==> src/rtl/bp_accuracy_monitor_if.sv <==
// Tap bundle for the branch predictor's prediction and resolve ports.
// The predictor side (or a bench) drives through the master modport.
// The monitor only observes, through the slave modport.
//   pred_valid/pred_pc/pred_taken          : prediction issued this cycle
//   resolve_valid/resolve_pc/resolve_taken : oldest outstanding branch resolves
interface bp_accuracy_monitor_if #(
  parameter int PC_WIDTH = 10
) ();
  logic                pred_valid;
  logic [PC_WIDTH-1:0] pred_pc;
  logic                pred_taken;
  logic                resolve_valid;
  logic [PC_WIDTH-1:0] resolve_pc;
  logic                resolve_taken;

  modport master (
    output pred_valid, pred_pc, pred_taken,
    output resolve_valid, resolve_pc, resolve_taken
  );

  modport slave (
    input pred_valid, pred_pc, pred_taken,
    input resolve_valid, resolve_pc, resolve_taken
  );
endinterface

==> src/rtl/bp_accuracy_monitor.sv <==
// Runtime accuracy monitor for the tournament branch predictor.
// Each prediction is pushed into an in-order buffer and is popped when its
// resolution arrives. Matched resolutions update saturating totals and a
// windowed misprediction rate. The windowed rate drives a hysteretic alarm.
// Protocol violations latch sticky error flags.
// Ports:
//   clk_i, rst_i                : clock, synchronous active-high reset
//   bp_if (slave)               : prediction / resolve taps
//   fifo_count_o                : outstanding predictions
//   total_count_o               : matched resolutions (saturating)
//   mispredict_count_o          : matched mispredictions (saturating)
//   last_window_mispredicts_o   : mispredicts in the last completed window
//   alarm_o                     : high while the FSM is in ALARM
//   pc_mismatch_err_o           : sticky, resolve PC differed from head PC
//   overflow_err_o              : sticky, push dropped while full
//   underflow_err_o             : sticky, resolve while empty
//
// state   | meaning
// --------+-----------------------------------------------------------
// MONITOR | normal operation; alarm low
// ALARM   | last window(s) too inaccurate; alarm high until a good window
module bp_accuracy_monitor #(
  parameter int PC_WIDTH     = 10,
  parameter int FIFO_DEPTH   = 8,
  parameter int CNT_WIDTH    = 16,
  parameter int WINDOW       = 64,
  parameter int ALARM_THRESH = 16
) (
  input  logic                             clk_i,
  input  logic                             rst_i,
  bp_accuracy_monitor_if.slave             bp_if,
  output logic [$clog2(FIFO_DEPTH+1)-1:0]  fifo_count_o,
  output logic [CNT_WIDTH-1:0]             total_count_o,
  output logic [CNT_WIDTH-1:0]             mispredict_count_o,
  output logic [$clog2(WINDOW+1)-1:0]      last_window_mispredicts_o,
  output logic                             alarm_o,
  output logic                             pc_mismatch_err_o,
  output logic                             overflow_err_o,
  output logic                             underflow_err_o
);

  localparam int CW = $clog2(FIFO_DEPTH + 1);
  localparam int PW = (FIFO_DEPTH > 1) ? $clog2(FIFO_DEPTH) : 1;
  localparam int WW = $clog2(WINDOW + 1);

  localparam logic [CW-1:0] DEPTH_C  = CW'(FIFO_DEPTH);
  localparam logic [PW-1:0] LAST_PTR = PW'(FIFO_DEPTH - 1);
  localparam logic [WW-1:0] WINDOW_C = WW'(WINDOW);
  localparam logic [WW-1:0] THRESH_C = WW'(ALARM_THRESH);
  localparam logic [WW-1:0] HALF_C   = WW'(ALARM_THRESH / 2);

  typedef enum logic {
    MONITOR = 1'b0,
    ALARM   = 1'b1
  } state_t;

  state_t state_q, state_d;

  logic [PC_WIDTH-1:0] pc_mem_q    [FIFO_DEPTH];
  logic                taken_mem_q [FIFO_DEPTH];

  logic [PW-1:0]        wr_ptr_q, wr_ptr_d;
  logic [PW-1:0]        rd_ptr_q, rd_ptr_d;
  logic [CW-1:0]        count_q, count_d;
  logic [CNT_WIDTH-1:0] total_q, total_d;
  logic [CNT_WIDTH-1:0] mis_q, mis_d;
  logic [WW-1:0]        res_cnt_q, res_cnt_d;
  logic [WW-1:0]        win_mis_q, win_mis_d;
  logic [WW-1:0]        last_win_q, last_win_d;
  logic                 pc_err_q, pc_err_d;
  logic                 ovf_err_q, ovf_err_d;
  logic                 unf_err_q, unf_err_d;

  logic                 empty, full;
  logic                 pop, push;
  logic                 match, mispredict, win_done;
  logic [PC_WIDTH-1:0]  head_pc;
  logic                 head_taken;
  logic [WW-1:0]        res_cnt_inc, win_mis_inc;

  function automatic logic [PW-1:0] ptr_inc(input logic [PW-1:0] p);
    return (p == LAST_PTR) ? '0 : p + 1'b1;
  endfunction

  // Buffer control and matching
  always_comb begin
    empty      = (count_q == '0);
    full       = (count_q == DEPTH_C);
    pop        = bp_if.resolve_valid && !empty;
    // A pop frees the slot in the same cycle, so a full buffer still accepts.
    push       = bp_if.pred_valid && (!full || pop);
    head_pc    = pc_mem_q[rd_ptr_q];
    head_taken = taken_mem_q[rd_ptr_q];
    match      = pop && (head_pc == bp_if.resolve_pc);
    mispredict = match && (head_taken != bp_if.resolve_taken);

    wr_ptr_d = push ? ptr_inc(wr_ptr_q) : wr_ptr_q;
    rd_ptr_d = pop  ? ptr_inc(rd_ptr_q) : rd_ptr_q;
    count_d  = count_q;
    if (push && !pop)      count_d = count_q + 1'b1;
    else if (pop && !push) count_d = count_q - 1'b1;
  end

  // Counters, window accounting and sticky errors
  always_comb begin
    total_d     = total_q;
    mis_d       = mis_q;
    res_cnt_d   = res_cnt_q;
    win_mis_d   = win_mis_q;
    last_win_d  = last_win_q;
    res_cnt_inc = res_cnt_q + 1'b1;
    win_mis_inc = win_mis_q + WW'(mispredict);
    win_done    = match && (res_cnt_inc == WINDOW_C);

    if (match && (total_q != '1))    total_d = total_q + 1'b1;
    if (mispredict && (mis_q != '1)) mis_d   = mis_q + 1'b1;

    if (win_done) begin
      // The closing resolution's own mispredict belongs to this window.
      last_win_d = win_mis_inc;
      res_cnt_d  = '0;
      win_mis_d  = '0;
    end else if (match) begin
      res_cnt_d = res_cnt_inc;
      win_mis_d = win_mis_inc;
    end

    pc_err_d  = pc_err_q  | (pop && !match);
    ovf_err_d = ovf_err_q | (bp_if.pred_valid && full && !pop);
    unf_err_d = unf_err_q | (bp_if.resolve_valid && empty);
  end

  // Alarm FSM: trips at the threshold, releases only below half of it.
  always_comb begin
    state_d = state_q;
    if (win_done) begin
      case (state_q)
        MONITOR: if (win_mis_inc >= THRESH_C) state_d = ALARM;
        ALARM:   if (win_mis_inc <  HALF_C)   state_d = MONITOR;
        default: state_d = MONITOR;
      endcase
    end
  end

  always_ff @(posedge clk_i) begin
    if (rst_i) begin
      state_q    <= MONITOR;
      wr_ptr_q   <= '0;
      rd_ptr_q   <= '0;
      count_q    <= '0;
      total_q    <= '0;
      mis_q      <= '0;
      res_cnt_q  <= '0;
      win_mis_q  <= '0;
      last_win_q <= '0;
      pc_err_q   <= 1'b0;
      ovf_err_q  <= 1'b0;
      unf_err_q  <= 1'b0;
    end else begin
      state_q    <= state_d;
      wr_ptr_q   <= wr_ptr_d;
      rd_ptr_q   <= rd_ptr_d;
      count_q    <= count_d;
      total_q    <= total_d;
      mis_q      <= mis_d;
      res_cnt_q  <= res_cnt_d;
      win_mis_q  <= win_mis_d;
      last_win_q <= last_win_d;
      pc_err_q   <= pc_err_d;
      ovf_err_q  <= ovf_err_d;
      unf_err_q  <= unf_err_d;
    end
  end

  // Entry storage needs no reset; only slots between the pointers are read.
  always_ff @(posedge clk_i) begin
    if (!rst_i && push) begin
      pc_mem_q[wr_ptr_q]    <= bp_if.pred_pc;
      taken_mem_q[wr_ptr_q] <= bp_if.pred_taken;
    end
  end

  assign fifo_count_o              = count_q;
  assign total_count_o             = total_q;
  assign mispredict_count_o        = mis_q;
  assign last_window_mispredicts_o = last_win_q;
  assign alarm_o                   = (state_q == ALARM);
  assign pc_mismatch_err_o         = pc_err_q;
  assign overflow_err_o            = ovf_err_q;
  assign underflow_err_o           = unf_err_q;

endmodule
==> src/flat_wrapper.sv <==
// flat-port wrapper written by rule: the top's interface ports become plain ports
module bp_accuracy_monitor_flat 
#(
  parameter int PC_WIDTH     = 10,
  parameter int FIFO_DEPTH   = 8,
  parameter int CNT_WIDTH    = 16,
  parameter int WINDOW       = 64,
  parameter int ALARM_THRESH = 16
)
  (clk_i, rst_i, fifo_count_o, total_count_o, mispredict_count_o, last_window_mispredicts_o, alarm_o, pc_mismatch_err_o, overflow_err_o, underflow_err_o, bp_if_pred_valid, bp_if_pred_pc, bp_if_pred_taken, bp_if_resolve_valid, bp_if_resolve_pc, bp_if_resolve_taken);
  bp_accuracy_monitor_if #(.PC_WIDTH(PC_WIDTH)) bp_if_i ();
  input  logic clk_i;
  input  logic rst_i;
  output logic [$clog2(FIFO_DEPTH+1)-1:0] fifo_count_o;
  output logic [CNT_WIDTH-1:0] total_count_o;
  output logic [CNT_WIDTH-1:0] mispredict_count_o;
  output logic [$clog2(WINDOW+1)-1:0] last_window_mispredicts_o;
  output logic alarm_o;
  output logic pc_mismatch_err_o;
  output logic overflow_err_o;
  output logic underflow_err_o;
  input wire logic [$bits(bp_if_i.pred_valid)-1:0] bp_if_pred_valid;
  input wire logic [$bits(bp_if_i.pred_pc)-1:0] bp_if_pred_pc;
  input wire logic [$bits(bp_if_i.pred_taken)-1:0] bp_if_pred_taken;
  input wire logic [$bits(bp_if_i.resolve_valid)-1:0] bp_if_resolve_valid;
  input wire logic [$bits(bp_if_i.resolve_pc)-1:0] bp_if_resolve_pc;
  input wire logic [$bits(bp_if_i.resolve_taken)-1:0] bp_if_resolve_taken;
  assign bp_if_i.pred_valid = bp_if_pred_valid;
  assign bp_if_i.pred_pc = bp_if_pred_pc;
  assign bp_if_i.pred_taken = bp_if_pred_taken;
  assign bp_if_i.resolve_valid = bp_if_resolve_valid;
  assign bp_if_i.resolve_pc = bp_if_resolve_pc;
  assign bp_if_i.resolve_taken = bp_if_resolve_taken;
  bp_accuracy_monitor #(.PC_WIDTH(PC_WIDTH), .FIFO_DEPTH(FIFO_DEPTH), .CNT_WIDTH(CNT_WIDTH), .WINDOW(WINDOW), .ALARM_THRESH(ALARM_THRESH)) u_core (.clk_i(clk_i), .rst_i(rst_i), .bp_if(bp_if_i), .fifo_count_o(fifo_count_o), .total_count_o(total_count_o), .mispredict_count_o(mispredict_count_o), .last_window_mispredicts_o(last_window_mispredicts_o), .alarm_o(alarm_o), .pc_mismatch_err_o(pc_mismatch_err_o), .overflow_err_o(overflow_err_o), .underflow_err_o(underflow_err_o));
endmodule
==> config.mk <==
export PLATFORM = sky130hd
export DESIGN_NAME = bp_accuracy_monitor_flat
export DESIGN_NICKNAME = d
export VERILOG_FILES = /design/src/rtl/bp_accuracy_monitor_if.sv /design/src/rtl/bp_accuracy_monitor.sv /design/src/flat_wrapper.sv
export SDC_FILE = /design/constraint.sdc
export NUM_CORES = 1
export LEC_CHECK = 0
export CELL_PAD_IN_SITES_DETAIL_PLACEMENT = 1
export CELL_PAD_IN_SITES_GLOBAL_PLACEMENT = 1
export CORE_MARGIN = 2
export CORE_UTILIZATION = 49
export CTS_CLUSTER_DIAMETER = 30
export CTS_CLUSTER_SIZE = 16
export DETAILED_ROUTE_END_ITERATION = 10
export GPL_TIMING_DRIVEN = 0
export PLACE_DENSITY_LB_ADDON = 0.1
export REMOVE_ABC_BUFFERS = 1
export SETUP_SLACK_MARGIN = 0.05
export SLEW_MARGIN = 10
export SYNTH_ARGS = -nofsm -noshare
export SYNTH_HDL_FRONTEND = slang
export SYNTH_SLANG_ARGS = --single-unit
==> constraint.sdc <==
create_clock -name clk_i -period 6.24 [get_ports clk_i]
set_clock_uncertainty 0.05 [all_clocks]
set_input_delay 1.248 -clock clk_i [delete_from_list [all_inputs] [get_ports clk_i]]
set_output_delay 1.248 -clock clk_i [all_outputs]
set_load 0.01 [all_outputs]
== Word level (Yosys, flattened, before mapping) ==
Memory sizes are Yosys's and may differ from the RTL's. A register that Yosys moved wholly into a read port is not among the register bits.
Cells that the tools add are included.
Word-level totals
  bits in registers: 67
  bits in latches: 0
  memory bits (writable): 88
  ROM bits: 0
  output and inout port bits: 47
  logic and storage cells: 73
  memories kept: 2
Memories
  u_core.pc_mem_q: depth 8, width 10, read ports 1, clocked after Yosys merged registers in 1, write ports 1, RTL line bp_accuracy_monitor.sv:59  | logic [PC_WIDTH-1:0] pc_mem_q [FIFO_DEPTH];
  u_core.taken_mem_q: depth 8, width 1, read ports 1, clocked after Yosys merged registers in 1, write ports 1, RTL line bp_accuracy_monitor.sv:60  | logic taken_mem_q [FIFO_DEPTH];
Cells by class
  add/subtract/negate cells: 8
  multiply operators: 0
  divide/modulo/power cells: 0
  order comparisons: 2
  eq/ne operators: 8
  shifts and indexed selects: 0
  mux-type cells: 13
  bitwise operators: 4
  reduce and logical (&&, ||, !) cells: 24
Operators with widths (count)
  $add 16x1->16 const B: 2
  $ne 16x16->1 const B: 2
  $mux 3: 6
  $logic_and 1x1->1: 14
  $eq 10x10->1: 1
  $mux 4: 2
  $add 7x1->7: 1
  $add 7x1->7 const B: 1
  $eq 7x7->1 const B: 1
  $ge 7x5->1 const B: 1
  $lt 7x4->1 const B: 1
  $add 3x1->3 const B: 2
  $eq 3x3->1 const B: 2
  $logic_not 1->1: 6
  $add 4x1->4 const B: 1
  $eq 4x4->1 const B: 1
  $logic_not 4->1: 1
  $mux 1: 4
  $sub 4x1->4 const B: 1
  $or 1x1->1: 3
  $pmux 1 s2: 1
  $reduce_bool 2->1: 1
  $reduce_or 2->1: 1
  $logic_or 1x1->1: 1
  2 further kinds: 2

== Depth between registers and ports, before layout ==
Gate-level depths: netlist (run 1).
  depth in word-level cells: 9
  gate-level depth with buffers: 17
  depth with buffers taken out: 13

== Worst setup path after synthesis (run 1) ==
OpenSTA, ideal clock, no wires.
  path kind: reg-to-reg
  start: register with a tool-made name
  end: register u_core.state_q (netlist: u_core.alarm_o)
  arrival time: 3.434 ns
  required time: 6.059 ns
  path slack: 2.625 ns
  stages on the path, launching flop included: 18
  clock period less this slack: 3.615 ns
  cells stage by stage: dfxtp_1 -> buf_6 -> buf_6 -> buf_2 -> mux4_2 -> mux2i_1 -> xor2_1 -> nand3_1 -> or3_1 -> nor4_1 -> ha_1 -> ha_1 -> and3_1 -> clkbuf_1 -> nand3_1 -> o21a_1 -> o311ai_0 -> o31ai_1
RTL lines
  end signal: assignment: RTL line bp_accuracy_monitor.sv:160  | state_q <= state_d;
  end: declaration: RTL line bp_accuracy_monitor.sv:57  | state_t state_q, state_d;

==> impl_metrics.prom, run 1 <==
# TYPE chip_impl_metric gauge
chip_impl_info{name="cp_top_family",value="simple AND/OR/NAND/NOR gates"} 1
chip_impl_metric{name="ys_async_sr_fraction",unit="%"} 0
chip_impl_metric{name="holdBufCountCts",unit=""} 0
chip_impl_metric{name="fin_crit",unit="ns"} 4.509
chip_impl_info{name="worst_min_delay_path_category",value="reg2reg"} 1
chip_impl_metric{name="detail_route.wirelength",unit="um"} 17390
chip_impl_info{name="tritoncts",value="yes"} 1
chip_impl_metric{name="yosys_warnings",unit=""} 0
chip_impl_metric{name="reg2regPathDepth",unit=""} 13
chip_impl_metric{name="grt_first_pass_wirelength",unit="um"} 27450
chip_impl_info{name="synth_flop_cell",value="sky130_fd_sc_hd__edfxtp_1"} 1
chip_impl_metric{name="worstMarginPinSlew",unit="ns"} 1.201
chip_impl_metric{name="syn_inst",unit=""} 600
chip_impl_info{name="worstPathCellList",value="mux4_2, mux2i_1, xor2_1, nand3_1, or3_1, nor4_1, ha_1, ha_1, and3_1, nand3_1, o21a_1, o311ai_0, o31ai_1"} 1
chip_impl_metric{name="syn-mean-instance-area",unit="sq um"} 11.78
chip_impl_metric{name="p_per_area",unit="mW/mm^2"} 306.7
chip_impl_info{name="critical_path.startpoint_type",value="flip-flop"} 1
chip_impl_metric{name="overall_via_count_from_detail_route",unit=""} 4998
chip_impl_metric{name="post_cts_buffers",unit=""} 0
chip_impl_metric{name="synth_edf_count",unit=""} 88
chip_impl_metric{name="final_layout_size_suffix_gt1_share",unit="%"} 11.87
chip_impl_metric{name="ir_drop",unit="mV"} 0.2692
chip_impl_metric{name="post_cts.resized_instances",unit=""} 0
chip_impl_metric{name="cap_violations",unit=""} 0
chip_impl_metric{name="grt_usage",unit="%"} 24.03
chip_impl_metric{name="ios",unit=""} 73
chip_impl_metric{name="stdcell_area",unit="sq mm"} 0.008536
chip_impl_metric{name="drtPass1Iterations",unit=""} 4
chip_impl_metric{name="detailed_place_hpwl",unit="um"} 10860
chip_impl_metric{name="worst_slew_margin_rel",unit="%"} 19.64
chip_impl_metric{name="whs",unit="ns"} 0.4146
chip_impl_info{name="critical_path.slowest_cell",value="sky130_fd_sc_hd__dfxtp_2"} 1
chip_impl_metric{name="grt_max_degree",unit=""} 73
chip_impl_info{name="synth.most_common_cell",value="sky130_fd_sc_hd__edfxtp_1"} 1
chip_impl_metric{name="fp-row-count",unit=""} 43
chip_impl_metric{name="hold-path-cell-count",unit=""} 2
chip_impl_metric{name="overflow",unit=""} 0
chip_impl_metric{name="static_leakage_power",unit="nW"} 2.811
chip_impl_metric{name="timing.reg2reg.setup_slack",unit="ns"} 1.73
chip_impl_metric{name="dpl_cell_area",unit="sq mm"} 0.007929
chip_impl_metric{name="drt_iter0_markers",unit=""} 342
chip_impl_metric{name="synthesis.area",unit="sq mm"} 0.007068
chip_impl_metric{name="clock_sink_count",unit=""} 158
chip_impl_metric{name="floorplan.initialDensity",unit="%"} 50.53
chip_impl_metric{name="port_buffers",unit=""} 72
chip_impl_metric{name="final_hold_viol_count",unit=""} 0
chip_impl_metric{name="grt_antenna_before_repair",unit=""} 0
chip_impl_metric{name="total_number_of_nets_in_the_final_design",unit=""} 701
chip_impl_metric{name="path_clk_slew",unit="ns"} 0.06
chip_impl_info{name="yosys-top-cells-area",value="sky130_fd_sc_hd__edfxtp_1 (37%), sky130_fd_sc_hd__dfxtp_1 (20%), sky130_fd_sc_hd__mux4_2 (5.7%)"} 1
chip_impl_metric{name="worst_skew_pair.late_latency",unit="ns"} 0.43
chip_impl_metric{name="vias_per_cell",unit=""} 5.852
chip_impl_metric{name="chipHeight",unit="um"} 124.1
chip_impl_metric{name="diodes",unit=""} 0
chip_impl_metric{name="die-area",unit="sq mm"} 0.01540
chip_impl_info{name="setup.worst_path.end_class",value="flip-flop"} 1
chip_impl_metric{name="core",unit="sq mm"} 0.01399
chip_impl_info{name="synth_cell_count_leaders",value="sky130_fd_sc_hd__edfxtp_1 (88), sky130_fd_sc_hd__dfxtp_1 (70), sky130_fd_sc_hd__nand2_1 (44), sky130_fd_sc_hd__nor2_1 (42), sky130_fd_sc_hd__a21oi_1 (36)"} 1
chip_impl_metric{name="path_max_fanout",unit=""} 24
chip_impl_metric{name="cts_inserted_buffers",unit=""} 17
chip_impl_info{name="outcome",value="finished, final reports clean"} 1
chip_impl_metric{name="netlist-cell-type-count",unit=""} 50
chip_impl_metric{name="seq_area_frac_synth",unit="%"} 57.21
chip_impl_metric{name="setup_viol_count_final",unit=""} 0
chip_impl_metric{name="required_time_of_the_worst_setup_path",unit="ns"} 6.47
chip_impl_metric{name="crit_arrival",unit="ns"} 4.74
chip_impl_metric{name="netlist.area_leader.share",unit="%"} 37.39
chip_impl_metric{name="final_min_period_over_clock_period",unit="%"} 72.25
chip_impl_info{name="clockRootBuffer",value="sky130_fd_sc_hd__clkbuf_16"} 1
chip_impl_metric{name="fmax",unit="GHz"} 0.2218
chip_impl_metric{name="yosys_register_bits",unit=""} 158
chip_impl_metric{name="report.final.slew_viol_count",unit=""} 0
chip_impl_metric{name="cts-root-to-sink-buffers",unit=""} 2
chip_impl_metric{name="wl_per_cell",unit="um"} 20.36
chip_impl_metric{name="gp_congestion",unit=""} 0.7495
chip_impl_info{name="rsz_0062_raised_after_global_routing",value="no"} 1
chip_impl_metric{name="number_of_global_route_vias_before_repair",unit=""} 5186
chip_impl_info{name="worst-setup-path-type",value="reg2reg"} 1
chip_impl_metric{name="cp_slowest_stage_delay",unit="ns"} 0.85
chip_impl_info{name="crit_path_end",value="u_core.alarm_o"} 1
chip_impl_metric{name="ctsHtreeMaxLevel",unit=""} 4
chip_impl_info{name="r2r_end",value="u_core.alarm_o"} 1
chip_impl_metric{name="remaining_drc_errors",unit=""} 0
chip_impl_metric{name="path_depth",unit=""} 13
chip_impl_metric{name="flow.area_growth_from_synthesis",unit="%"} 20.76
chip_impl_metric{name="postRouteAntennaNets",unit=""} 0
chip_impl_info{name="synthDominantAreaCellType",value="sky130_fd_sc_hd__edfxtp_1"} 1
chip_impl_metric{name="crit_buf_inv",unit=""} 0
chip_impl_metric{name="finalCoreUtilization",unit="%"} 61.02
chip_impl_metric{name="die_w",unit="um"} 124.1
## state kept, by name (all words and copies together), names as in the netlist, 3 cells and up, named ones only
name	count
u_core.res_cnt_q	7
u_core.fifo_count_o	4
u_core.mispredict_count_o	16
u_core.pc_mem_q	80
u_core.wr_ptr_q	3
u_core.rd_ptr_q	3
u_core.last_window_mispredicts_o	7
u_core.taken_mem_q	8
u_core.total_count_o	16
u_core.win_mis_q	7
## how the worst min path moves through the flow
stage,startpoint,endpoint,slack [ns]
after global routing,u_core.win_mis_q[0],u_core.win_mis_q[0],0.44
final,u_core.win_mis_q[0],u_core.win_mis_q[0],0.41
after floorplan,u_core.win_mis_q[0],u_core.win_mis_q[0],0.38
after CTS,u_core.win_mis_q[0],u_core.win_mis_q[0],0.42
after detailed placement,u_core.win_mis_q[0],u_core.win_mis_q[0],0.41
after global placement,u_core.win_mis_q[0],u_core.win_mis_q[0],0.39
## stage by stage
step	std cells	TNS [ns]	power, mW	worst slack (ns)
detailed placement	822	0	1.574	1.352
finish	854	0	2.618	1.731
global placement	817	-4.333	1.547	-0.3946
global route	854	0	2.714	1.289
floorplan	565	0	1.434	2.046
CTS	854	0	2.643	1.497
## report_power, final
group	switching (mW)	internal, mW	leakage, nW
clock	0.429	0.632	0.281
combinational	0.175	0.178	1.17
sequential	0.0698	1.13	1.36
## metal layers
layer	part of all wire [%]	up-vias	wire (um)	track usage (%)
li1	-	2382	-	-
met1	42	2531	7324	27.85
met2	54	63	9411	43.89
met3	2.6	22	449	5.357
met4	1.2	0	200	7.795
met5	0	-	0	0
## cells in the final DEF (no fill, tap or decap), types with 18 or more instances in the layout
master                            synthesis  final
sky130_fd_sc_hd__mux2i_1                 20     20
sky130_fd_sc_hd__nor2_1                  42     39
sky130_fd_sc_hd__and3_1                  18     18
sky130_fd_sc_hd__a21oi_1                 36     36
sky130_fd_sc_hd__dfxtp_1                 70     68
sky130_fd_sc_hd__clkdlybuf4s50_1          0     71
sky130_fd_sc_hd__mux4_2                  18     18
sky130_fd_sc_hd__nand2_1                 44     44
sky130_fd_sc_hd__edfxtp_1                88     88
sky130_fd_sc_hd__nand3_1                 25     25
## logic make-up (layout without fill, tap and decap cells)
kind of cell	Yosys count	after routing	synth area share (%)
fa+ha+maj	14	14	2.585
xor+xnor	18	18	2.231
flops	158	158	57.21
simple gates	210	210	15.38
buf+inv	54	128	3.452
compound gates	97	97	8.816
mux	49	49	10.32
## cell type report
| type | instances | area (sq um) |
|---|---|---|
| Sequential cell | 158 | 4046 |
| Multi-Input combinational cell | 388 | 2811 |
| Fill cell | 1439 | 5453 |
| Timing Repair Buffer | 77 | 783.3 |
| Inverter | 19 | 71.32 |
| Clock inverter | 12 | 161.4 |
| Tap cell | 180 | 225.2 |
| Clock buffer | 20 | 436.7 |
## tightest hold or removal path: cells and delay by family, from the launching register on
| family | cells | cell delay [ns] |
|---|---|---|
| and+or+nand+nor | 1 | 0.06 |
| AOI/OAI and AO/OA | 1 | 0.05 |
| DFF | 1 | 0.31 |
(Power assumes the default switching activity.)
==> inputs of run 2 (changes only) <==
--- a/config.mk
+++ b/config.mk
@@ -8,7 +8,7 @@
 export CELL_PAD_IN_SITES_DETAIL_PLACEMENT = 1
 export CELL_PAD_IN_SITES_GLOBAL_PLACEMENT = 1
 export CORE_MARGIN = 2
-export CORE_UTILIZATION = 49
+export CORE_UTILIZATION = 41
 export CTS_CLUSTER_DIAMETER = 30
 export CTS_CLUSTER_SIZE = 16
 export DETAILED_ROUTE_END_ITERATION = 10
==> constraint.sdc (replaced) <==
create_clock -name clk_i -period 3.62 [get_ports clk_i]
set_clock_uncertainty 0.05 [all_clocks]
set_input_delay 0.724 -clock clk_i [delete_from_list [all_inputs] [get_ports clk_i]]
set_output_delay 0.724 -clock clk_i [all_outputs]
set_load 0.01 [all_outputs]
==> run 2 against run 1 <==
Clock power grew 73%. Worst hold slack about the same. Register-to-register slack got worse by 1.7 ns. Cell count grew 7.7%. Worst setup slack got worse by 1.7 ns. Critical path depth is the same. Via count up 1.4%. Power increased by 79%. Die area rose by 19%. Non-clock buffer count rose by 20. Largest cell class unchanged.
==> impl_metrics.prom, run 2 (same netlist as run 1, synthesis figures left out) <==
# TYPE chip_impl_metric gauge
chip_impl_info{name="outcome",value="finished, final reports clean"} 1
chip_impl_metric{name="setup_viol_count_final",unit=""} 0
chip_impl_metric{name="power_frac_comb",unit="%"} 17.5
chip_impl_info{name="rsz_0062_raised_after_global_routing",value="yes"} 1
chip_impl_info{name="critical_path.startpoint_type",value="flip-flop"} 1
chip_impl_info{name="clockRootBuffer",value="sky130_fd_sc_hd__clkbuf_16"} 1
chip_impl_metric{name="clock_sink_count",unit=""} 158
chip_impl_metric{name="required_time_of_the_worst_setup_path",unit="ns"} 3.92
chip_impl_metric{name="ir_drop",unit="mV"} 0.3958
chip_impl_metric{name="total_switching_power",unit="mW"} 1.356
chip_impl_metric{name="final_hold_viol_count",unit=""} 0
chip_impl_metric{name="drt_iter0_markers",unit=""} 275
chip_impl_metric{name="die-area",unit="sq mm"} 0.01830
chip_impl_metric{name="worstMarginPinSlew",unit="ns"} 1.164
chip_impl_metric{name="number_of_global_route_vias_before_repair",unit=""} 5346
chip_impl_metric{name="fmax",unit="GHz"} 0.2824
chip_impl_metric{name="finalNonFillerCells",unit=""} 920
chip_impl_metric{name="largest_register_ffs",unit=""} 80
chip_impl_info{name="setup.worst_path.end_class",value="flip-flop"} 1
chip_impl_info{name="highest_count_cells_in_the_layout_ignoring_fill_and_taps",value="sky130_fd_sc_hd__edfxtp_1 (88), sky130_fd_sc_hd__clkdlybuf4s50_1 (71), sky130_fd_sc_hd__dfxtp_1 (67), sky130_fd_sc_hd__nand2_1 (44)"} 1
chip_impl_metric{name="vias_per_cell",unit=""} 5.507
chip_impl_metric{name="grt_antenna_before_repair",unit=""} 0
chip_impl_metric{name="area_used_by_sequential_logic_in_the_layout",unit="sq mm"} 0.004055
chip_impl_metric{name="p_per_area",unit="mW/mm^2"} 523.2
chip_impl_info{name="worst-setup-path-type",value="reg2reg"} 1
chip_impl_metric{name="worst_skew_pair.late_latency",unit="ns"} 0.43
chip_impl_metric{name="grt_max_degree",unit=""} 73
chip_impl_metric{name="cap_violations",unit=""} 0
chip_impl_metric{name="dpl_cell_area",unit="sq mm"} 0.008001
chip_impl_info{name="tritoncts",value="yes"} 1
chip_impl_metric{name="ctsHtreeMaxLevel",unit=""} 4
chip_impl_metric{name="die_w",unit="um"} 135.3
chip_impl_metric{name="postRouteAntennaNets",unit=""} 0
chip_impl_metric{name="detailed_place_hpwl",unit="um"} 11110
chip_impl_metric{name="flow.area_growth_from_synthesis",unit="%"} 26.70
chip_impl_metric{name="detail_route.wirelength",unit="um"} 17710
chip_impl_metric{name="chipHeight",unit="um"} 135.3
chip_impl_metric{name="grt_usage",unit="%"} 20.59
chip_impl_metric{name="fin_crit",unit="ns"} 3.541
chip_impl_metric{name="cts_inserted_buffers",unit=""} 17
chip_impl_metric{name="fillCellCount",unit=""} 1783
chip_impl_metric{name="fp-row-count",unit=""} 48
chip_impl_metric{name="total_number_of_nets_in_the_final_design",unit=""} 722
chip_impl_metric{name="holdBufCountCts",unit=""} 0
chip_impl_metric{name="final_min_period_over_clock_period",unit="%"} 97.82
chip_impl_metric{name="path_max_fanout",unit=""} 5
chip_impl_info{name="registers.top_by_ff_count",value="u_core.pc_mem_q"} 1
chip_impl_metric{name="overflow",unit=""} 0
chip_impl_metric{name="drtPass1Iterations",unit=""} 4
chip_impl_metric{name="power.sequential.fraction",unit="%"} 43.5
chip_impl_metric{name="floorplan.initialDensity",unit="%"} 41.44
chip_impl_metric{name="stdcell_area",unit="sq mm"} 0.008955
chip_impl_metric{name="wl_per_cell",unit="um"} 19.25
chip_impl_info{name="worst_min_delay_path_category",value="reg2reg"} 1
chip_impl_metric{name="remaining_drc_errors",unit=""} 0
chip_impl_metric{name="cts-root-to-sink-buffers",unit=""} 2
chip_impl_metric{name="power_frac_clock",unit="%"} 39.1
chip_impl_metric{name="final_layout_size_suffix_gt1_share",unit="%"} 18.27
chip_impl_metric{name="multi_input_comb_area",unit="sq mm"} 0.002938
chip_impl_metric{name="gp_congestion",unit=""} 0.7220
chip_impl_metric{name="port_buffers",unit=""} 72
chip_impl_info{name="final_common_cell",value="sky130_fd_sc_hd__edfxtp_1"} 1
chip_impl_metric{name="placedCellCount",unit=""} 868
chip_impl_metric{name="power.share.switching",unit="%"} 28.93
chip_impl_metric{name="path_clk_slew",unit="ns"} 0.07
chip_impl_metric{name="diodes",unit=""} 0
chip_impl_metric{name="static_leakage_power",unit="nW"} 2.968
chip_impl_metric{name="finalCoreUtilization",unit="%"} 52.50
chip_impl_metric{name="worst_slew_margin_rel",unit="%"} 22.12
chip_impl_metric{name="report.final.slew_viol_count",unit=""} 0
chip_impl_metric{name="pint",unit="mW"} 3.329
chip_impl_metric{name="core",unit="sq mm"} 0.01706
chip_impl_metric{name="grt_first_pass_wirelength",unit="um"} 28820
chip_impl_metric{name="whs",unit="ns"} 0.4143
chip_impl_metric{name="crit_arrival",unit="ns"} 3.85
chip_impl_metric{name="ios",unit=""} 73
chip_impl_metric{name="overall_via_count_from_detail_route",unit=""} 5066
## run 2: cell count changes in the layout (fill, tap and decap cells not counted), moves of 4 or more
cell / delta
sky130_fd_sc_hd__buf_4: +16
sky130_fd_sc_hd__clkinv_8: +7
sky130_fd_sc_hd__inv_8: +6
sky130_fd_sc_hd__and3_1: -4
sky130_fd_sc_hd__and3_4: +4
## run 2: worst paths after layout
path	start	to	slack (ns)	cells past startpoint
max	flip-flop	u_core.last_window_mispredicts_o[5]	0.08	13
max reg2reg	flip-flop	u_core.last_window_mispredicts_o[5]	0.08	13
min	u_core.win_mis_q[0]	u_core.win_mis_q[0]	0.41	2
min reg2reg	u_core.win_mis_q[0]	u_core.win_mis_q[0]	0.41	2
## run 2: final cells by class
class	count	share of cell area, %
repair buffers	97	10.95
clock buffers	17	4.751
clock inverters	15	2.222
well taps	225	3.144
flip-flops and latches	158	45.28
multi-input cells	389	32.81
inverters	19	0.8383
## run 2: what timing repair did
item / 4_1_cts / 5_1_grt
resized for setup: 26 / 8
setup buffers: 11 / 6
endpoints found under the setup margin: 52 / 13
gates cloned: 3 / 0
endpoints found under the hold margin: 0 / 0
pin swaps: 9 / 5
## run 2: metrics by stage
stage	setup WS, ns	setup TNS (ns)	total power [mW]
3_5_place_dp	-0.9721	-23.72	2.740
3_3_place_gp	-2.652	-256.36	2.690
6_report	0.07894	0	4.685
5_1_grt	-0.07333	-0.1525	4.883
4_1_cts	0.03729	0	4.701
2_1_floorplan	-0.5740	-18.71	2.472
## run 2: layer usage
layer,vias up,routed length [um],global-route usage [%],part of all wire [%]
met1,2541,7702,25.89,43
met5,-,0,0,0
met4,0,323,7.350,1.8
met3,24,495,4.078,2.8
met2,80,9188,35.42,52
li1,2421,-,-,-
## run 2: power groups by stage
stage          Clock [mW]  Sequential [mW]  Combinational, mW
2_1_floorplan           0             2.09              0.383
3_3_place_gp            0             2.11              0.575
3_5_place_dp            0             2.07              0.673
6_report             1.83             2.04              0.820
5_1_grt              1.94             2.05              0.892
4_1_cts              1.87             2.04              0.795
## run 2: worst max-delay path, cell delays in order (launching register included)
cell                       delay [ns]
sky130_fd_sc_hd__dfxtp_4         0.40
sky130_fd_sc_hd__buf_16          0.13
sky130_fd_sc_hd__mux4_2          0.50
sky130_fd_sc_hd__mux2i_2         0.19
sky130_fd_sc_hd__xor2_1          0.20
sky130_fd_sc_hd__o221ai_2        0.17
sky130_fd_sc_hd__or3_4           0.44
sky130_fd_sc_hd__nor4_4          0.17
sky130_fd_sc_hd__ha_2            0.26
sky130_fd_sc_hd__and3_4          0.22
sky130_fd_sc_hd__and3_4          0.20
sky130_fd_sc_hd__xnor2_1         0.06
sky130_fd_sc_hd__or4_1           0.40
sky130_fd_sc_hd__o21ai_1         0.09
==> inputs of run 3 (changes only) <==
--- a/config.mk
+++ b/config.mk
@@ -5,15 +5,17 @@
 export SDC_FILE = /design/constraint.sdc
 export NUM_CORES = 1
 export LEC_CHECK = 0
+export CAP_MARGIN = 10
 export CELL_PAD_IN_SITES_DETAIL_PLACEMENT = 1
 export CELL_PAD_IN_SITES_GLOBAL_PLACEMENT = 1
 export CORE_MARGIN = 2
 export CORE_UTILIZATION = 41
 export CTS_CLUSTER_DIAMETER = 30
-export CTS_CLUSTER_SIZE = 16
+export CTS_CLUSTER_SIZE = 24
 export DETAILED_ROUTE_END_ITERATION = 10
 export GPL_TIMING_DRIVEN = 0
 export PLACE_DENSITY_LB_ADDON = 0.1
+export RECOVER_POWER = 100
 export REMOVE_ABC_BUFFERS = 1
 export SETUP_SLACK_MARGIN = 0.05
 export SLEW_MARGIN = 10
==> run 3 against run 2 <==
Sequential share of layout area down 0.088 points. Clock-buffer cell count unchanged. Combinational power down 0.6%. Global-route usage down 0.40 points. Via count up 1.3%. Routed wire length up 0.16%. First-iteration DRC count down 11%. Die area unchanged. Clock power about the same.
==> impl_metrics.prom, run 3 (same netlist as run 1, synthesis figures left out) <==
# TYPE chip_impl_metric gauge
chip_impl_metric{name="die-area",unit="sq mm"} 0.01830
chip_impl_metric{name="largest_register_ffs",unit=""} 80
chip_impl_info{name="worst_min_delay_path_category",value="reg2reg"} 1
chip_impl_metric{name="floorplan.initialDensity",unit="%"} 41.44
chip_impl_metric{name="path_clk_slew",unit="ns"} 0.07
chip_impl_metric{name="drtPass1Iterations",unit=""} 4
chip_impl_metric{name="flow.area_growth_from_synthesis",unit="%"} 26.94
chip_impl_metric{name="report.final.slew_viol_count",unit=""} 0
chip_impl_metric{name="multi_input_comb_area",unit="sq mm"} 0.002943
chip_impl_metric{name="clock_sink_count",unit=""} 158
chip_impl_metric{name="path_depth",unit=""} 14
chip_impl_info{name="cp_top_family",value="simple AND/OR/NAND/NOR gates"} 1
chip_impl_metric{name="ir_drop",unit="mV"} 0.3983
chip_impl_info{name="r2r_end",value="u_core.last_window_mispredicts_o[5]"} 1
chip_impl_info{name="hold-path-endpoint",value="u_core.win_mis_q[0]"} 1
chip_impl_info{name="setup.worst_path.end_class",value="flip-flop"} 1
chip_impl_metric{name="ctsHtreeMaxLevel",unit=""} 4
chip_impl_metric{name="fillCellCount",unit=""} 1799
chip_impl_metric{name="worst_slew_margin_rel",unit="%"} 39.63
chip_impl_metric{name="fp-row-count",unit=""} 48
chip_impl_info{name="tritoncts",value="yes"} 1
chip_impl_metric{name="area_used_by_sequential_logic_in_the_layout",unit="sq mm"} 0.004055
chip_impl_info{name="critical_path.startpoint_type",value="flip-flop"} 1
chip_impl_metric{name="grt_antenna_before_repair",unit=""} 1
chip_impl_metric{name="drt_iter0_markers",unit=""} 244
chip_impl_info{name="worst_hold_startpoint",value="u_core.win_mis_q[0]"} 1
chip_impl_metric{name="ios",unit=""} 73
chip_impl_metric{name="postRouteAntennaNets",unit=""} 0
chip_impl_metric{name="grt_usage",unit="%"} 20.19
chip_impl_metric{name="final_hold_viol_count",unit=""} 0
chip_impl_metric{name="whs",unit="ns"} 0.4149
chip_impl_info{name="worstPathCellList",value="buf_12, buf_12, mux4_2, mux2i_2, xor2_1, nand3_2, or3_4, nor4_4, ha_2, and3_4, and3_4, xnor2_1, or4_1, o21ai_1"} 1
chip_impl_metric{name="die_w",unit="um"} 135.3
chip_impl_metric{name="cts-root-to-sink-buffers",unit=""} 2
chip_impl_info{name="clockRootBuffer",value="sky130_fd_sc_hd__clkbuf_16"} 1
chip_impl_metric{name="timing.reg2reg.setup_slack",unit="ns"} 0.07
chip_impl_metric{name="cap_violations",unit=""} 0
chip_impl_metric{name="grt_first_pass_wirelength",unit="um"} 28260
chip_impl_metric{name="worstMarginPinSlew",unit="ns"} 0.9013
chip_impl_info{name="critical_path.slowest_cell",value="sky130_fd_sc_hd__mux4_2"} 1
chip_impl_metric{name="reg2regPathDepth",unit=""} 14
chip_impl_metric{name="cp_slowest_stage_delay",unit="ns"} 0.50
chip_impl_metric{name="detailed_place_hpwl",unit="um"} 11210
chip_impl_metric{name="number_of_global_route_vias_before_repair",unit=""} 5338
chip_impl_info{name="outcome",value="finished, final reports clean"} 1
chip_impl_metric{name="crit_arrival",unit="ns"} 3.86
chip_impl_metric{name="port_buffers",unit=""} 72
chip_impl_metric{name="hold-path-cell-count",unit=""} 2
chip_impl_metric{name="gp_congestion",unit=""} 0.7220
chip_impl_info{name="rsz_0062_raised_after_global_routing",value="yes"} 1
chip_impl_metric{name="overall_via_count_from_detail_route",unit=""} 5132
chip_impl_metric{name="cts_inserted_buffers",unit=""} 17
chip_impl_metric{name="total_number_of_nets_in_the_final_design",unit=""} 723
chip_impl_metric{name="fmax",unit="GHz"} 0.2821
chip_impl_info{name="registers.top_by_ff_count",value="u_core.pc_mem_q"} 1
chip_impl_metric{name="fin_setup_tns",unit="ns"} 0
chip_impl_metric{name="required_time_of_the_worst_setup_path",unit="ns"} 3.93
chip_impl_metric{name="overflow",unit=""} 0
chip_impl_metric{name="static_leakage_power",unit="nW"} 2.971
chip_impl_info{name="highest_count_cells_in_the_layout_ignoring_fill_and_taps",value="sky130_fd_sc_hd__edfxtp_1 (88), sky130_fd_sc_hd__dfxtp_1 (67), sky130_fd_sc_hd__clkdlybuf4s50_1 (60), sky130_fd_sc_hd__nand2_1 (44)"} 1
chip_impl_metric{name="worst_skew_pair.late_latency",unit="ns"} 0.43
chip_impl_metric{name="detail_route.wirelength",unit="um"} 17740
chip_impl_metric{name="remaining_drc_errors",unit=""} 0
chip_impl_metric{name="vias_per_cell",unit=""} 5.566
chip_impl_info{name="worst-setup-path-type",value="reg2reg"} 1
chip_impl_metric{name="chipHeight",unit="um"} 135.3
chip_impl_info{name="final_common_cell",value="sky130_fd_sc_hd__edfxtp_1"} 1
chip_impl_metric{name="path_max_fanout",unit=""} 6
chip_impl_metric{name="holdBufCountCts",unit=""} 0
chip_impl_metric{name="crit_buf_inv",unit=""} 2
chip_impl_metric{name="grt_max_degree",unit=""} 73
chip_impl_metric{name="p_per_area",unit="mW/mm^2"} 518.5
chip_impl_metric{name="final_min_period_over_clock_period",unit="%"} 97.93
chip_impl_metric{name="setup_viol_count_final",unit=""} 0
chip_impl_metric{name="wl_per_cell",unit="um"} 19.24
chip_impl_metric{name="core",unit="sq mm"} 0.01706
chip_impl_metric{name="final_layout_size_suffix_gt1_share",unit="%"} 18.53
chip_impl_metric{name="fin_crit",unit="ns"} 3.545
==> run 3: how the worst max path moves through the flow <==
stage,from,to,slack (ns)
6_report,flip-flop,u_core.last_window_mispredicts_o[5],0.07
4_1_cts,flip-flop,u_core.last_window_mispredicts_o[5],-0.09
5_1_grt,flip-flop,u_core.last_window_mispredicts_o[5],-0.14
2_1_floorplan,flip-flop,u_core.total_count_o[6],-0.57
3_5_place_dp,bp_if_resolve_valid,u_core.alarm_o,-0.98
3_3_place_gp,rst_i,u_core.pc_mem_q[1][3],-2.65
==> run 3: area by class of cell <==
class	instances	area share, %
multi-input cells	389	32.80
repair buffers	98	11.24
flip-flops and latches	158	45.20
well taps	225	3.138
clock buffers	17	4.741
inverters	19	0.8088
diodes	1	0.02789
clock inverters	15	2.050
==> run 3: report_power, final <==
part	leakage [nW]	internal (mW)	switching (mW)
Clock	0.298	0.943	0.870
Combinational	1.31	0.416	0.400
Sequential	1.36	1.95	0.0704
==> run 3: repair_timing <==
action / CTS / global route
endpoints found under the setup margin: 52 / 25
cloned: 2 / 1
gates resized for setup: 27 / 7
setup buffers: 13 / 4
pin swaps: 9 / 4
==> run 3: metal layers <==
layer	GRT usage (%)	vias up	part of all wire (%)
met2	35.28	75	52
met1	25.04	2605	43
li1	-	2428	-
met5	0	-	0
met3	4.302	24	2.7
met4	6.481	0	1.7
==> run 3: stage by stage <==
stage	setup WS, ns	util, %	cells	total power [mW]	cell area [sq um]
3_5_place_dp	-0.9838	46.98	869	2.741	8013
6_report	0.07487	52.60	922	4.652	8972
5_1_grt	-0.1372	52.59	921	4.858	8970
3_3_place_gp	-2.652	46.30	862	2.690	7898
2_1_floorplan	-0.5740	-	565	2.472	6895
4_1_cts	-0.08831	52.11	916	4.691	8889
==> run 3: worst reg2reg max path: stages (launching register included) <==
cell and delay, ns:
sky130_fd_sc_hd__dfxtp_4 0.39, sky130_fd_sc_hd__buf_12 0.11, sky130_fd_sc_hd__buf_12 0.12, sky130_fd_sc_hd__mux4_2 0.51, sky130_fd_sc_hd__mux2i_2 0.20, sky130_fd_sc_hd__xor2_1 0.25, sky130_fd_sc_hd__nand3_2 0.12, sky130_fd_sc_hd__or3_4 0.35
sky130_fd_sc_hd__nor4_4 0.17, sky130_fd_sc_hd__ha_2 0.26, sky130_fd_sc_hd__and3_4 0.21, sky130_fd_sc_hd__and3_4 0.20, sky130_fd_sc_hd__xnor2_1 0.06, sky130_fd_sc_hd__or4_1 0.40, sky130_fd_sc_hd__o21ai_1 0.09
